### src/rtl/spi_led_cmd_ctrl.sv
// spi_led_cmd_ctrl
// Turns SPI command bytes into per-LED modes: off, on, toggle and blink.
// A command byte carries the opcode in the high nibble and the LED index in the low nibble.
// A blink command is followed by one argument byte N, which sets a half-period of N+1 ticks.
// All LED pins, o_busy and o_err are registered.
module spi_led_cmd_ctrl #(
    parameter int TICK_DIV       = 27000,
    parameter bit LED_ACTIVE_LOW = 1'b1
) (
    input  logic       i_clk,
    input  logic       i_rst,
    input  logic       i_cs,
    input  logic [7:0] i_rx_data,
    input  logic       i_rx_valid,
    output logic       o_led1,
    output logic       o_led2,
    output logic       o_led3,
    output logic       o_busy,
    output logic       o_err
);

    localparam int            PW        = $clog2(TICK_DIV);
    localparam logic [PW-1:0] PRESC_MAX = PW'(TICK_DIV - 1);
    localparam logic [PW-1:0] PRESC_ONE = PW'(1);

    localparam logic [3:0] OP_OFF = 4'h0;
    localparam logic [3:0] OP_ON  = 4'hF;
    localparam logic [3:0] OP_TGL = 4'h8;
    localparam logic [3:0] OP_BLK = 4'hB;

    typedef enum logic {
        S_IDLE = 1'b0,
        S_ARG  = 1'b1
    } state_t;

    typedef enum logic [1:0] {
        M_OFF   = 2'd0,
        M_ON    = 2'd1,
        M_BLINK = 2'd2
    } mode_t;

    state_t        state_r;
    state_t        state_nxt_s;
    logic          cs_prev_r;
    logic          cs_rise_s;
    logic          byte_in_s;
    logic [3:0]    op_s;
    logic [3:0]    idx_s;
    logic [2:0]    sel_s;
    logic          op_ok_s;
    logic [2:0]    arg_sel_r;
    logic          cmd_we_s;
    logic          blink_we_s;
    logic          latch_sel_s;
    logic          err_s;
    logic [PW-1:0] presc_r;
    logic          tick_s;
    mode_t         mode_r      [3];
    mode_t         mode_nxt_s  [3];
    logic [7:0]    half_r      [3];
    logic [7:0]    half_nxt_s  [3];
    logic [8:0]    cnt_r       [3];
    logic [8:0]    cnt_nxt_s   [3];
    logic [8:0]    cnt_inc_s   [3];
    logic          phase_r     [3];
    logic          phase_nxt_s [3];
    logic [2:0]    led_nxt_s;
    logic [2:0]    led_r;
    logic          busy_r;
    logic          err_r;

    // Byte decode, chip-select edge detect and blink tick.
    always_comb begin
        op_s  = i_rx_data[7:4];
        idx_s = i_rx_data[3:0];
        case (idx_s)
            4'h1:    sel_s = 3'b001;
            4'h2:    sel_s = 3'b010;
            4'h3:    sel_s = 3'b100;
            4'hF:    sel_s = 3'b111;
            default: sel_s = 3'b000;
        endcase
        case (op_s)
            OP_OFF, OP_ON, OP_TGL, OP_BLK: op_ok_s = 1'b1;
            default:                       op_ok_s = 1'b0;
        endcase
        cs_rise_s = i_cs & ~cs_prev_r;
        // The deselect-edge cycle still belongs to the frame that is ending.
        byte_in_s = i_rx_valid & (~i_cs | cs_rise_s);
        tick_s    = (presc_r == PRESC_MAX);
    end

    // FSM state register.
    always_ff @(posedge i_clk) begin
        if (i_rst) begin
            state_r <= S_IDLE;
        end else begin
            state_r <= state_nxt_s;
        end
    end

    // FSM next state: wait for the blink argument until it arrives or the frame ends.
    always_comb begin
        state_nxt_s = state_r;
        case (state_r)
            S_IDLE: begin
                if (byte_in_s && (sel_s != 3'b000) && (op_s == OP_BLK) && !cs_rise_s) begin
                    state_nxt_s = S_ARG;
                end else begin
                    state_nxt_s = S_IDLE;
                end
            end
            S_ARG: begin
                if (byte_in_s || cs_rise_s) begin
                    state_nxt_s = S_IDLE;
                end else begin
                    state_nxt_s = S_ARG;
                end
            end
            default: state_nxt_s = S_IDLE;
        endcase
    end

    // FSM outputs: command write strobes and error request.
    always_comb begin
        cmd_we_s    = 1'b0;
        blink_we_s  = 1'b0;
        latch_sel_s = 1'b0;
        err_s       = 1'b0;
        case (state_r)
            S_IDLE: begin
                if (byte_in_s) begin
                    if ((sel_s == 3'b000) || !op_ok_s) begin
                        err_s = 1'b1;
                    end else if (op_s == OP_BLK) begin
                        // A blink command cut off by the end of its frame cannot get an argument.
                        if (cs_rise_s) begin
                            err_s = 1'b1;
                        end else begin
                            latch_sel_s = 1'b1;
                        end
                    end else begin
                        cmd_we_s = 1'b1;
                    end
                end else begin
                    err_s = 1'b0;
                end
            end
            S_ARG: begin
                if (byte_in_s) begin
                    blink_we_s = 1'b1;
                end else if (cs_rise_s) begin
                    err_s = 1'b1;
                end else begin
                    err_s = 1'b0;
                end
            end
            default: begin
                err_s = 1'b0;
            end
        endcase
    end

    // Context registers: previous chip select, latched LED select, prescaler, busy/err outputs.
    always_ff @(posedge i_clk) begin
        if (i_rst) begin
            cs_prev_r <= 1'b1;
            arg_sel_r <= 3'b000;
            presc_r   <= '0;
            busy_r    <= 1'b0;
            err_r     <= 1'b0;
        end else begin
            cs_prev_r <= i_cs;
            if (latch_sel_s) begin
                arg_sel_r <= sel_s;
            end else begin
                arg_sel_r <= arg_sel_r;
            end
            if (tick_s) begin
                presc_r <= '0;
            end else begin
                presc_r <= presc_r + PRESC_ONE;
            end
            busy_r <= (state_nxt_s == S_ARG);
            err_r  <= err_s;
        end
    end

    // Per-LED next mode, blink counter and phase; pins derive from the next state.
    always_comb begin
        led_nxt_s = {3{LED_ACTIVE_LOW}};
        for (int i = 0; i < 3; i++) begin
            mode_nxt_s[i]  = mode_r[i];
            half_nxt_s[i]  = half_r[i];
            cnt_nxt_s[i]   = cnt_r[i];
            phase_nxt_s[i] = phase_r[i];
            cnt_inc_s[i]   = cnt_r[i] + 9'd1;
            if ((mode_r[i] == M_BLINK) && tick_s) begin
                // Nine-bit compare so that N=255 gives 256 ticks without wrapping.
                if (cnt_inc_s[i] == ({1'b0, half_r[i]} + 9'd1)) begin
                    cnt_nxt_s[i]   = 9'd0;
                    phase_nxt_s[i] = ~phase_r[i];
                end else begin
                    cnt_nxt_s[i] = cnt_inc_s[i];
                end
            end else begin
                cnt_nxt_s[i] = cnt_r[i];
            end
            if (blink_we_s && arg_sel_r[i]) begin
                mode_nxt_s[i]  = M_BLINK;
                half_nxt_s[i]  = i_rx_data;
                cnt_nxt_s[i]   = 9'd0;
                phase_nxt_s[i] = 1'b0;
            end else if (cmd_we_s && sel_s[i]) begin
                cnt_nxt_s[i]   = 9'd0;
                phase_nxt_s[i] = 1'b0;
                case (op_s)
                    OP_OFF:  mode_nxt_s[i] = M_OFF;
                    OP_ON:   mode_nxt_s[i] = M_ON;
                    OP_TGL:  mode_nxt_s[i] = (mode_r[i] == M_OFF) ? M_ON : M_OFF;
                    default: mode_nxt_s[i] = mode_r[i];
                endcase
            end else begin
                mode_nxt_s[i] = mode_nxt_s[i];
            end
            if ((mode_nxt_s[i] == M_ON) || ((mode_nxt_s[i] == M_BLINK) && !phase_nxt_s[i])) begin
                led_nxt_s[i] = ~LED_ACTIVE_LOW;
            end else begin
                led_nxt_s[i] = LED_ACTIVE_LOW;
            end
        end
    end

    // Per-LED state and registered pin drive.
    always_ff @(posedge i_clk) begin
        if (i_rst) begin
            for (int i = 0; i < 3; i++) begin
                mode_r[i]  <= M_OFF;
                half_r[i]  <= 8'd0;
                cnt_r[i]   <= 9'd0;
                phase_r[i] <= 1'b0;
            end
            led_r <= {3{LED_ACTIVE_LOW}};
        end else begin
            for (int i = 0; i < 3; i++) begin
                mode_r[i]  <= mode_nxt_s[i];
                half_r[i]  <= half_nxt_s[i];
                cnt_r[i]   <= cnt_nxt_s[i];
                phase_r[i] <= phase_nxt_s[i];
            end
            led_r <= led_nxt_s;
        end
    end

    assign o_led1 = led_r[0];
    assign o_led2 = led_r[1];
    assign o_led3 = led_r[2];
    assign o_busy = busy_r;
    assign o_err  = err_r;

endmodule
### config.mk
export PLATFORM = sky130hd
export DESIGN_NAME = spi_led_cmd_ctrl
export DESIGN_NICKNAME = d
export VERILOG_FILES = /design/src/rtl/spi_led_cmd_ctrl.sv
export SDC_FILE = /design/constraint.sdc
export NUM_CORES = 1
export LEC_CHECK = 0
export ABC_AREA = 0
export CAP_MARGIN = 20
export CORE_UTILIZATION = 56
export CTS_CLUSTER_DIAMETER = 50
export DETAILED_ROUTE_END_ITERATION = 12
export GPL_ROUTABILITY_DRIVEN = 0
export PLACE_DENSITY = 0.82
export SLEW_MARGIN = 0
export SYNTH_ARGS = -nofsm -noshare
export SYNTH_HDL_FRONTEND = slang
export SYNTH_SLANG_ARGS = --single-unit
### constraint.sdc
create_clock -name i_clk -period 6.2 [get_ports i_clk]
set_input_delay 0.93 -clock i_clk [delete_from_list [all_inputs] [get_ports i_clk]]
set_output_delay 0.93 -clock i_clk [all_outputs]
set_load 0.01 [all_outputs]
# After elaboration in Yosys (flattened, before gate mapping)
# Memories as Yosys holds them, arrays and structs flattened.
# Index checks and enable logic that the tools add are counted.
word_totals:
  output_inout_bits: 5
  register_bits: 24
  ramBits: 60
  memories: 4
mem_list:
  columns: ["memory", "depth", "word_bits", "read_ports", "rd_clocked_by_memory_dff", "wr", "line_no", "source"]
  rows:
  - ["cnt_r", 3, 9, 3, 0, 3, "62", "logic [8:0] cnt_r [3];"]
  - ["half_r", 3, 8, 3, 0, 3, "60", "logic [7:0] half_r [3];"]
  - ["mode_r", 3, 2, 3, 0, 3, "58", "mode_t mode_r [3];"]
  - ["phase_r", 3, 1, 3, 0, 3, "65", "logic phase_r [3];"]
op_classes:
  addsub: 7
  n_reduce_logical: 33
  n_eq_ne: 20
  bitwise_logic: 21
  muxes: 79
ops:
  columns: ["cell", "n"]
  rows:
  - ["2-to-1 mux 9 bit", 15]
  - ["2-to-1 mux 8 bit", 6]
  - ["2-to-1 mux 1 bit", 43]
  - ["adder 8 x 1 -> 9 bit, second input constant", 3]
  - ["adder 9 x 1 -> 9 bit, second input constant", 3]
  - ["== test 9 bit", 3]
  - ["2-to-1 mux 2 bit", 9]
  - ["case mux 2 bit (3 select lines)", 3]
  - ["== test 4 bit, second input constant", 4]
  - ["adder 15 x 1 -> 15 bit, second input constant", 1]
  - ["== test 15 bit, second input constant", 1]
  - ["logical AND 1 bit", 15]
  - ["bitwise OR 1 bit", 13]
  - ["== test 2 bit, second input constant", 6]
  - ["case mux 3 bit (4 select lines)", 1]
  - ["== test 4 x 2 -> 1 bit, second input constant", 2]
  - ["== test 2 x 1 -> 1 bit, second input constant", 3]
  - ["logical NOT 2 bit", 3]
  - ["inverter 1 bit", 6]
  - ["logical NOT 1 bit", 5]
  - ["logical OR 1 bit", 5]
  - ["== test 4 x 1 -> 1 bit, second input constant", 1]
  - ["logical NOT 4 bit", 1]
  - ["case mux 1 bit (2 select lines)", 2]
  - ["5 further kinds", 6]

# Longest topological paths before layout
# Gate-level depths: netlist of the first run.
depth:
  word_depth: 15
  depth_mapped: 11
  mapped_depth_nobuf: 8

# Least setup slack after synthesis of the first run
# No wires, ideal clock.
synth_timing:
  path_kind: "input to register"
  from: "in i_rx_data[1]"
  to: "mem cnt_r[0][0]"
  slack_ns: 3.427
  t_arrival_ns: 2.657
  required_ns: 6.084
  n_path_buf: 3
  setup_ns: 0.116
  stages: 9
  path_cell_list: "clkbuf_1 -> or3b_2 -> o311ai_1 -> and4_1 -> and2_1 -> clkbuf_1 -> or4_1 -> buf_2 -> nor2_1"
synth_lines:
  columns: ["item", "line_no", "source"]
  rows:
  - ["from (decl)", "13", "input logic [7:0] i_rx_data,"]
  - ["to (decl)", "62", null]

==> metrics.yaml, run 1 <==
hold_path:
  min_path_type: "flop to flop"
yosys:
  synth_common_cells: "nand2_1 (85), dfxtp_1 (84), xnor2_1 (62), nor2_1 (59), a21oi_1 (39)"
  synth_most_common_cell: "nand2_1"
  synth_top_area_share_pct: 36.4
  syn_inst: 569
  seq_area_frac_synth_pct: 36.4
  synth_top_family_by_area: "simple AND/OR/NAND/NOR gates"
  synth.area.top_cells: "dfxtp_1 (36%), xnor2_1 (12%), nand2_1 (6.9%), xor2_1 (5.7%), nor2_1 (4.8%)"
  ys_async_sr_fraction_pct: 0
  syn_nets: 588
  synth_edf_count: 0
  synth_warnings: 0
  ys_ff_latch: 84
  synth_cell_types: 56
  synthSimpleGateAreaFrac_pct: 29.8
  avgSynthCellArea_um2: 8.13
  synth-compound-area-share_pct: 8.85
  synth_xor_area_share_pct: 18.9
  yosys.area.top_type: "dfxtp_1"
  synthAdderAreaFrac_pct: 1.89
  synth_flop_cell: "dfxtp_1"
  synthesis.area_mm2: 0.00462
  synthMuxAreaShare_pct: 1.08
routing:
  firstDrtPassIters: 5
  drc: 0
  via_per_inst: 5.80
  final_antenna_net_count: 0
  drt_iter0_drc: 216
  via_count: 3933
  post_drt_wl_per_cell_um: 14.7
  wirelength_mm: 9.97
sta:
  slew_viol_final: 0
  worst_slew_pin_slew_ns: 0.726
  period_minus_slack_ns: 3.10
  fmax_mhz: 322
  setup_viol: 0
  rsz0062_at_grt: "no"
  hold_viol: 0
  finalCritPeriodShare_pct: 50.0
  setup_tns_ns: 0
  skew_ns: 0.0116
  max_slew_margin_pct: 51.2
floorplanning:
  io_pins: 17
  rows: 32
  fp.dieW_um: 92.9
  placeableCoreArea_mm2: 0.00785
  die_area_mm2: 0.00862
  fp.dieH_um: 92.9
  initial_core_util_pct: 58.9
grt:
  grt_max_degree: 44
  grt_pass1_wl_mm: 16.8
  antenna_found_initial: 0
  overflow: 0
  grt_pass1_vias: 3727
  grt_usage_pct: 24.4
power_and_ir_drop:
  clkPwrFrac_pct: 40.6
  cellLeakagePower_nw: 1.69
  vdd_drop_max_v: 0.000102
  p_switching_mw: 0.233
  intPower_mw: 0.744
  power_density_mw_per_mm2: 195
  swShare_pct: 23.9
  power_frac_comb_pct: 3.8
  p_seq_share_pct: 55.6
clock_network:
  clockBufferDepth: 2
  cts_sinks: 84
  cts_resized: 0
  htreeDepth: 3
  clk_pin_slew_ns: 0.08
  postCtsSetupBuffers: 0
  cts_hold_buf: 0
  cts_tree: "done"
  numCtsBuffers: 9
  clk_latency_ns: 0.36
  root_buffer: "clkbuf_8"
placement:
  port_buffers: 16
  placed_area_mm2: 0.00480
  place_hpwl_mm: 7.21
worst_setup_path:
  cp-start-kind: "input pin"
  slowest_delay_ns: 0.70
  path_cells: "clkdlybuf4s50_1 > nand3_1 > or2_2 > and4_1 > and2_1 > or4_1 > nor2_1"
  slowest_stage: "or4_1"
  cp-end-kind: "flop"
  cp.arrival_ns: 3.39
  critPathKind: "input pin to flop"
  worstPathMaxFanout: 9
  crit_required_ns: 6.49
cells_and_area:
  finish.net_count: 590
  num_antenna_cells: 0
  filler_cell_count: 671
  synthToLayoutAreaGrowth_pct: 8.17
  final_layout_size_suffix_gt1_share_pct: 5.38
  final_area_mm2: 0.00500
job:
  cap_violations: 0
outcome:
  status: "finished clean"
-- per-layer routing --
| layer | GRT usage (%) | share of wire, % | up-vias |
|---|---|---|---|
| met4 | 11.7 | 2.9 | 0 |
| met2 | 40.9 | 47 | 111 |
| met3 | 4.52 | 5.1 | 28 |
| met1 | 30.1 | 45 | 1844 |
| met5 | 0 | 0 | - |
| li1 | - | - | 1950 |
-- placed cells by master (no fill, tap or decap), types with 6 or more instances in the layout --
cell and count:
nand3_1 36, nand2b_1 6, xnor2_1 62, and2_1 7
a21oi_1 39, and3_1 8, o21ai_0 6, nand4_1 14
clkdlybuf4s50_1 16, clkbuf_8 9, nand2_1 85, nor2_1 59
dfxtp_1 84, inv_1 7, nor3_1 20, or3_1 10
xor2_1 30, ha_1 7
-- metrics by stage --
| stage | total power [mW] | hold slack, ns | util [%] | worst slack (ns) | std cells |
|---|---|---|---|---|---|
| 2_1_floorplan | 0.577 | 0.430 | - | 3.43 | 569 |
| 3_3_place_gp | 0.591 | 0.451 | 61.2 | 2.85 | 662 |
| 3_5_place_dp | 0.592 | 0.477 | 61.2 | 2.79 | 662 |
| 4_1_cts | 0.982 | 0.489 | 63.7 | 3.12 | 678 |
| 5_1_grt | 1.01 | 0.512 | 63.7 | 2.96 | 678 |
| 6_report | 0.977 | 0.487 | 63.7 | 3.10 | 678 |
-- cell type report --
| class | instances | area [um2] | area share, % |
|---|---|---|---|
| well taps | 102 | 128 | 2.55 |
| repair buffers | 17 | 168 | 3.35 |
| clock buffers | 9 | 124 | 2.48 |
| inverters | 7 | 26.3 | 0.525 |
| flip-flops and latches | 84 | 1680 | 33.6 |
| multi-input cells | 452 | 2800 | 56.0 |
| clock inverters | 7 | 75.1 | 1.50 |
-- registers in the layout (all words and copies together) (netlist names) --
register   count
o_busy         1
phase_r        3
led_r          3
cnt_r         27
half_r        24
o_err          1
presc_r       15
mode_r         6
arg_sel_r      3
cs_prev_r      1
-- power by group through the flow --
| stage | logic, mW | registers [mW] | clock network (mW) |
|---|---|---|---|
| 2_1_floorplan | 0.0210 | 0.556 | 0 |
| 3_5_place_dp | 0.0360 | 0.556 | 0 |
| 5_1_grt | 0.0410 | 0.544 | 0.424 |
| 4_1_cts | 0.0366 | 0.543 | 0.402 |
| 3_3_place_gp | 0.0351 | 0.556 | 0 |
| 6_report | 0.0371 | 0.543 | 0.396 |
-- worst max-delay path, delay by kind of cell --
family,cells,cell delay [ns]
buffers and inverters,1,0.63
AND/OR/NAND/NOR,6,1.81
-- cell families after synthesis --
logic type / after synthesis
AND/OR/NAND/NOR: 278
XOR/XNOR: 95
flip-flops: 84
AO/OA/AOI/OAI: 67
buffers and inverters: 33
adder cells (fa/ha/maj): 7
multiplexers: 5
-- final timing paths --
check                    start      endpoint  slack, ns  cells after the start
setup / recovery  i_rx_data[7]   cnt_r[0][2]       3.10                      7
hold / removal    cnt_r[0][19]  cnt_r[0][19]       0.49                      2
setup reg to reg    presc_r[0]  cnt_r[0][24]       3.36                      8
hold reg to reg   cnt_r[0][19]  cnt_r[0][19]       0.49                      2
Note: power is estimated with default switching activity, not from simulation.
==> inputs of run 2 (changes only) <==
==> constraint.sdc (replaced) <==
create_clock -name i_clk -period 3.08 [get_ports i_clk]
set_input_delay 0.462 -clock i_clk [delete_from_list [all_inputs] [get_ports i_clk]]
set_output_delay 0.462 -clock i_clk [all_outputs]
set_load 0.01 [all_outputs]
==> metrics.yaml, run 2 (synthesis gave the netlist of run 1 again) <==
outcome:
  status: "finished clean"
worst_setup_path:
  r2r_cells: 8
  path_cells: "ha_1 > and4b_1 > nand4bb_1 > nand2b_4 > or4_4 > a311oi_2 > or2_2 > nor2_1"
  cp.arrival_ns: 2.88
  cp-end-kind: "flop"
  reg2reg_slack_ns: 0.44
  cp-start-kind: "flop"
  r2r-end: "cnt_r[0][18]"
  slowest_delay_ns: 0.55
  worstPathMaxFanout: 9
  slowest_stage: "or4_4"
  crit_required_ns: 3.33
  timing.rr.start: "presc_r[0]"
  critPathKind: "flop to flop"
routing:
  via_per_inst: 5.79
  final_antenna_net_count: 0
  wirelength_mm: 10.4
  drc: 0
  via_count: 3989
  firstDrtPassIters: 5
  drt_iter0_drc: 245
  post_drt_wl_per_cell_um: 15.2
grt:
  antenna_found_initial: 0
  grt_pass1_wl_mm: 17.7
  grt_max_degree: 31
  grt_pass1_vias: 3839
  overflow: 0
  grt_usage_pct: 26.2
sta:
  skew_ns: 0.0132
  hold_viol: 0
  max_slew_margin_pct: 62.5
  finalCritPeriodShare_pct: 85.6
  slew_viol_final: 0
  fmax_mhz: 379
  worst_slew_pin_slew_ns: 0.558
  rsz0062_at_grt: "no"
  setup_slack_ns: 0.443
  setup_viol: 0
  setup_tns_ns: 0
  period_minus_slack_ns: 2.64
floorplanning:
  initial_core_util_pct: 58.9
  placeableCoreArea_mm2: 0.00785
  fp.dieH_um: 92.9
  io_pins: 17
  fp.dieW_um: 92.9
  rows: 32
  die_area_mm2: 0.00862
cells_and_area:
  final_core_util_pct: 64.9
  reg_top3: "cnt_r: 27 flops, half_r: 24 flops, presc_r: 15 flops"
  final_layout_size_suffix_gt1_share_pct: 7.16
  largest-register: "cnt_r"
  mostFrequentLayoutCell: "nand2_1"
  final_cell_mix: "nand2_1 (85), dfxtp_1 (84), xnor2_1 (62)"
  num_antenna_cells: 0
  synthToLayoutAreaGrowth_pct: 10.2
  largest_register_ffs: 27
  finish.net_count: 601
  filler_cell_count: 692
clock_network:
  cts_hold_buf: 0
  cts_sinks: 84
  numCtsBuffers: 9
  clk_latency_ns: 0.36
  clk_pin_slew_ns: 0.08
  root_buffer: "clkbuf_8"
  htreeDepth: 3
  cts_tree: "done"
  cts_resized: 0
  postCtsSetupBuffers: 0
  clockBufferDepth: 2
hold_path:
  hp-start: "presc_r[0]"
  min_delay_worst_endpoint: "presc_r[0]"
  hold_path_depth: 1
  min_path_type: "flop to flop"
job:
  cap_violations: 0
power_and_ir_drop:
  power_density_mw_per_mm2: 393
  cellLeakagePower_nw: 1.76
  vdd_drop_max_v: 0.000268
  total_power_mw: 2.00
placement:
  place_hpwl_mm: 7.65
  place_ws_ns: 0.221
  port_buffers: 16
-- run 2: cell types whose count changed in the layout (fill, tap and decap cells not counted) --
cell	delta
buf_4	+11
clkinvlp_4	-3
clkbuf_8	+2
clkinv_2	+1
clkinv_4	+1
inv_6	-1
-- run 2: how the worst max path moves through the flow --
| stage | cells past startpoint | from | to |
|---|---|---|---|
| 2_1_floorplan | 11 | presc_r[0] | cnt_r[0][21] |
| 3_3_place_gp | 7 | i_rx_data[4] | cnt_r[0][0] |
| 3_5_place_dp | 7 | i_rx_data[4] | cnt_r[0][1] |
| 4_1_cts | 8 | presc_r[0] | cnt_r[0][18] |
| 5_1_grt | 8 | presc_r[0] | cnt_r[0][12] |
| 6_report | 8 | presc_r[0] | cnt_r[0][18] |
-- run 2: area by class of cell --
cell class                 count  area (um2)  area share (%)
sequential                    84        1680            33.0
inverter                       7        26.3           0.516
multi-input combinational    452        2800            54.9
clock inverter                 5        57.6            1.13
clock buffer                  11         151            2.97
tap                          102         128            2.51
timing repair buffer          28         250            4.91
-- run 2: power by group --
group | total (mW) | internal, mW | switching [mW]
combinational | 0.0830 | 0.0338 | 0.0492
clock | 0.825 | 0.421 | 0.404
sequential | 1.09 | 1.09 | 0.00403
-- run 2: critical path, delay by kind of cell (launching register included) --
kind	cells	cell delay, ns
fa+ha+maj	1	0.24
simple gates	6	1.58
flops	1	0.38
compound gates	1	0.33
-- run 2: metal layers --
| layer | vias up | share of wire, % | GRT usage [%] |
|---|---|---|---|
| met3 | 27 | 4.3 | 5.99 |
| li1 | 1972 | - | - |
| met1 | 1899 | 46 | 33.0 |
| met4 | 0 | 2.4 | 8.85 |
| met2 | 91 | 47 | 43.8 |
| met5 | - | 0 | 0 |
-- run 2: stage by stage --
step                area, um2  hold slack (ns)  instances
finish                   5090            0.470        689
global route             5090            0.507        689
CTS                      5090            0.472        689
detailed placement       4880            0.453        673
global placement         4880            0.444        673
floorplan                4620            0.430        569
==> inputs of run 3 (changes only) <==
--- a/config.mk
+++ b/config.mk
@@ -11,7 +11,7 @@
 export CTS_CLUSTER_DIAMETER = 50
 export DETAILED_ROUTE_END_ITERATION = 12
 export GPL_ROUTABILITY_DRIVEN = 0
-export PLACE_DENSITY = 0.82
+export PLACE_DENSITY = 0.74
 export SLEW_MARGIN = 0
 export SYNTH_ARGS = -nofsm -noshare
 export SYNTH_HDL_FRONTEND = slang
==> metrics.yaml, run 3 (synthesis gave the netlist of run 1 again) <==
worst_setup_path:
  cp-start-kind: "flop"
  cp.arrival_ns: 2.86
  worstPathMaxFanout: 9
  cp-end-kind: "flop"
  critPathKind: "flop to flop"
  reg2reg_slack_ns: 0.48
  crit_required_ns: 3.34
power_and_ir_drop:
  clkPwrFrac_pct: 41.1
  p_seq_share_pct: 54.8
  swShare_pct: 23.5
  intPower_mw: 1.53
  vdd_drop_max_v: 0.000305
  cellLeakagePower_nw: 1.75
  p_switching_mw: 0.469
  power_frac_comb_pct: 4.1
  power_density_mw_per_mm2: 392
routing:
  via_count: 3886
  drc: 0
  firstDrtPassIters: 5
  via_per_inst: 5.64
  post_drt_wl_per_cell_um: 14.4
  final_antenna_net_count: 0
  wirelength_mm: 9.92
  drt_iter0_drc: 253
clock_network:
  cts_sinks: 84
  postCtsSetupBuffers: 0
  cts_resized: 0
  numCtsBuffers: 9
  clk_pin_slew_ns: 0.09
  root_buffer: "clkbuf_8"
  cts_tree: "done"
  cts_hold_buf: 0
  htreeDepth: 3
  clockBufferDepth: 2
  clk_latency_ns: 0.36
sta:
  whs_ns: 0.482
  max_slew_margin_pct: 58.7
  skew_ns: 0.0101
  setup_viol: 0
  rsz0062_at_grt: "no"
  setup_tns_ns: 0
  hold_viol: 0
  fmax_mhz: 384
  slew_viol_final: 0
  setup_slack_ns: 0.479
  finalCritPeriodShare_pct: 84.4
  worst_slew_pin_slew_ns: 0.615
  period_minus_slack_ns: 2.60
floorplanning:
  fp.dieW_um: 92.9
  die_area_mm2: 0.00862
  initial_core_util_pct: 58.9
  fp.dieH_um: 92.9
  io_pins: 17
  rows: 32
  placeableCoreArea_mm2: 0.00785
cells_and_area:
  largest-register: "cnt_r"
  reg_top3: "cnt_r: 27 flops, half_r: 24 flops, presc_r: 15 flops"
  num_antenna_cells: 0
  synthToLayoutAreaGrowth_pct: 10.2
  largest_register_ffs: 27
  final_core_util_pct: 64.9
  mostFrequentLayoutCell: "nand2_1"
  final_cell_mix: "nand2_1 (85), dfxtp_1 (84), xnor2_1 (62)"
  filler_cell_count: 710
  finish.net_count: 601
  final_layout_size_suffix_gt1_share_pct: 7.16
hold_path:
  min_path_type: "flop to flop"
grt:
  overflow: 0
  grt_pass1_wl_mm: 17.2
  antenna_found_initial: 0
  grt_max_degree: 40
  grt_usage_pct: 24.8
  grt_pass1_vias: 3682
outcome:
  status: "finished clean"
placement:
  place_hpwl_mm: 7.37
  place_ws_ns: 0.258
  port_buffers: 16
job:
  cap_violations: 0
==> run 3: cell types whose count changed in the layout (fill, tap and decap cells not counted), sizes merged <==
cell      before  now
clkinvlp       0    3
clkbuf        11   10
clkinv         3    1
==> run 3: critical path: stages (launching register included) <==
cell       delay [ns]
dfxtp_1          0.38
ha_1             0.26
and4b_1          0.24
nand4bb_1        0.18
nand2b_4         0.23
or4_4            0.54
a311oi_2         0.31
or2_2            0.29
nor2_1           0.07
==> run 3: metrics by stage <==
stage                     cells  power (mW)  cell area, um2
after floorplan             569        1.16            4620
after global placement      673        1.20            4880
after detailed placement    673        1.20            4880
after CTS                   689        2.01            5090
after global routing        689        2.06            5090
final                       689        2.00            5090
==> run 3: power by group through the flow <==
stage          sequential (mW)  combinational [mW]  clock [mW]
6_report                  1.09              0.0815       0.820
5_1_grt                   1.09              0.0896       0.880
4_1_cts                   1.09              0.0811       0.838
3_5_place_dp              1.12              0.0805           0
3_3_place_gp              1.12              0.0784           0
2_1_floorplan             1.12              0.0422           0
==> run 3: final timing paths <==
path | from | endpoint | depth (start not counted)
worst max-delay path | presc_r[0] | cnt_r[0][22] | 8
worst min-delay path | presc_r[0] | presc_r[0] | 1
worst max register to register | presc_r[0] | cnt_r[0][22] | 8
worst min register to register | presc_r[0] | presc_r[0] | 1
==> run 3: layer usage <==
layer	vias to the layer above	GRT usage [%]	share of wire, %
met5	-	0	0
met4	0	8.72	1.8
met3	14	3.86	4.7
met2	83	40.7	47
met1	1818	33.1	47
li1	1971	-	-
==> run 3: area by class of cell <==
class | count | area, um2 | area share, %
Multi-Input combinational cell | 452 | 2800 | 54.9
Tap cell | 102 | 128 | 2.50
Timing Repair Buffer | 28 | 250 | 4.91
Clock inverter | 6 | 72.6 | 1.42
Clock buffer | 10 | 138 | 2.70
Inverter | 7 | 26.3 | 0.516
Sequential cell | 84 | 1680 | 33.0
==> edit: new RTL, settings of run 3 <==
Make the reset (`i_rst`) asynchronous in 3 clocked blocks.
--- a/src/rtl/spi_led_cmd_ctrl.sv
+++ b/src/rtl/spi_led_cmd_ctrl.sv
@@ -91,7 +91,7 @@
     end
 
     // FSM state register.
-    always_ff @(posedge i_clk) begin
+    always_ff @(posedge i_clk or posedge i_rst) begin
         if (i_rst) begin
             state_r <= S_IDLE;
         end else begin
@@ -162,7 +162,7 @@
     end
 
     // Context registers: previous chip select, latched LED select, prescaler, busy/err outputs.
-    always_ff @(posedge i_clk) begin
+    always_ff @(posedge i_clk or posedge i_rst) begin
         if (i_rst) begin
             cs_prev_r <= 1'b1;
             arg_sel_r <= 3'b000;
@@ -232,7 +232,7 @@
     end
 
     // Per-LED state and registered pin drive.
-    always_ff @(posedge i_clk) begin
+    always_ff @(posedge i_clk or posedge i_rst) begin
         if (i_rst) begin
             for (int i = 0; i < 3; i++) begin
                 mode_r[i]  <= M_OFF;
Function: differs if i_rst is asserted again (counterexample within 4 cycles, from zero or initial values and one cycle with i_rst high); with i_rst held inactive, the same outputs for 10 cycles.
==> edit against run 3 <==
- final area rose by 7.6%
- via count up 8.0%
- area after synthesis increased by 8.0%
- critical path depth rose by 1
- wire length grew 9.0%
- fmax grew 4.1%
- setup slack improved by 100 ps
- sequential cell count did not move
- sequential share of layout area rose by 5.4 points
- clock skew is 1.1 ps higher
Power is not compared: it rests on default switching activity, and its combinational part moved more than twofold at a synthesized area within 25%.
==> edit: results (changes against run 3) <==
[power]
power.density_nw_per_um2=506
cellLeakagePower_nw=2.43

[global_route]
first_global_vias=3885  ; +5.5%
globalRouteTotalUtil_pct=25.6  ; +0.72 points
grt_start_max_net_pins=56  ; +40%
grt_antenna_before_repair=0  ; unchanged
wire_length_of_the_first_global_routing_pass_um=18000  ; +4.9%

[place]
post-place-cells=702  ; +4.3%
detailed_place.area_um2=5310  ; +8.7%
post-place-ws_ps=322  ; +64.5 ps
place.detailed.hpwl_um=7920  ; +7.5%

[yosys]
count_of_unique_library_cells_instantiated_by_yosys=54  ; -3.6%
synth_compound_area_share_pct=11.0  ; +2.1 points
synth_top_cells_by_count=nand2_1 (134), dfrtp_1 (80), xnor2_1 (46)
adder_cell_share_of_the_synthesized_area_pct=1.75  ; -0.14 points
average_instance_area_after_synthesis_um2=8.51  ; +4.7%
synth.yosys.seq_area_share_pct=42.2  ; +5.8 points
syn-num-nets=606  ; +3.1%
synthesis.yosys.warnings=0  ; unchanged
synth_top_flop_cell=dfrtp_1
fraction_of_synthesized_cell_area_in_xor_and_xnor_cells_pct=11.4  ; -7.5 points
synth.area.top_cells=dfrtp_1 (40%), nand2_1 (10%), xnor2_1 (8.1%), nand3_1 (3.8%), nor2_1 (3.4%)
share_of_async_settable_or_async_resettable_flops_after_synthesis_pct=100  ; +100 points

[worst_setup_path]
timing.critical_path.arrival_ps=2780  ; -80 ps
timing.critical_path.to=cnt_r[11]$_DFFE_PP0P_
regToRegEndpoint=cnt_r[11]$_DFFE_PP0P_
ff2ff_path_depth=9  ; +1
r2r-start=cnt_r[9]$_DFFE_PP0P_
critPathMaxFanout=14  ; +5
worst-r2r-setup-slack_ps=580  ; +100 ps

[detailed_routing]
first_pass_iters=4  ; -1
per_cell_routed_wire_length_um=15.1  ; +4.6%
drt_iter0_markers=181  ; -28%

[layout]
layout.filler_cells=753  ; +6.1%
layout-drive-gt1-share_pct=6.89  ; -0.27 points
finish.net_count=624  ; +3.8%
antenna_cells_inserted=0  ; unchanged

[clock_network]
cts_root_buf=clkbuf_8
cts_setup_buffers=0  ; unchanged

[timing]
fin_worst_skew_ps=11.2  ; +1.08 ps
layout_setup_ws_ps=580  ; +101 ps
worst_relative_slew_slack_pct=60.1  ; +1.5 points

[hold_path]
min_path_type=primary input to async pin

[status]
status=complete, no violations

[die]
die_width_um=96.4  ; +3.8%

-- edit: changes by cell type after synthesis, moves of 5 or more --
cell	delta
nand2_1	+49
xnor2_1	-16
nor3_1	-7
xor2_1	-11
dfxtp_1	-84
dfrtp_1	+80
a31oi_1	+11
nor2_1	-14
a22oi_1	+8
o21ai_0	+11
a21oi_1	-15
nand4_1	+5
-- edit: layer usage --
metal	vias to the layer above	part of all wire (%)	global-route usage, %
met5	-	0	0
met4	0	2.1	9.56
met3	25	2.8	5.24
met2	67	50	44.1
met1	2007	45	31.7
li1	2097	-	-
-- edit: final cells by class --
cell class                 instances  share of cell area, %
tap                              108                   2.47
timing repair buffer              28                   4.79
sequential                        84                   38.4
clock buffer                      11                   2.58
multi-input combinational        474                   50.6
inverter                           8                  0.571
clock inverter                     5                  0.525
-- edit: critical path: stages (launching register included) --
cell	delay [ps]
dfrtp_1	480
ha_1	320
nand2_1	100
or3_1	400
a211o_1	300
and3_1	170
nand4_2	130
buf_4	220
nand4b_1	120
a31oi_1	180
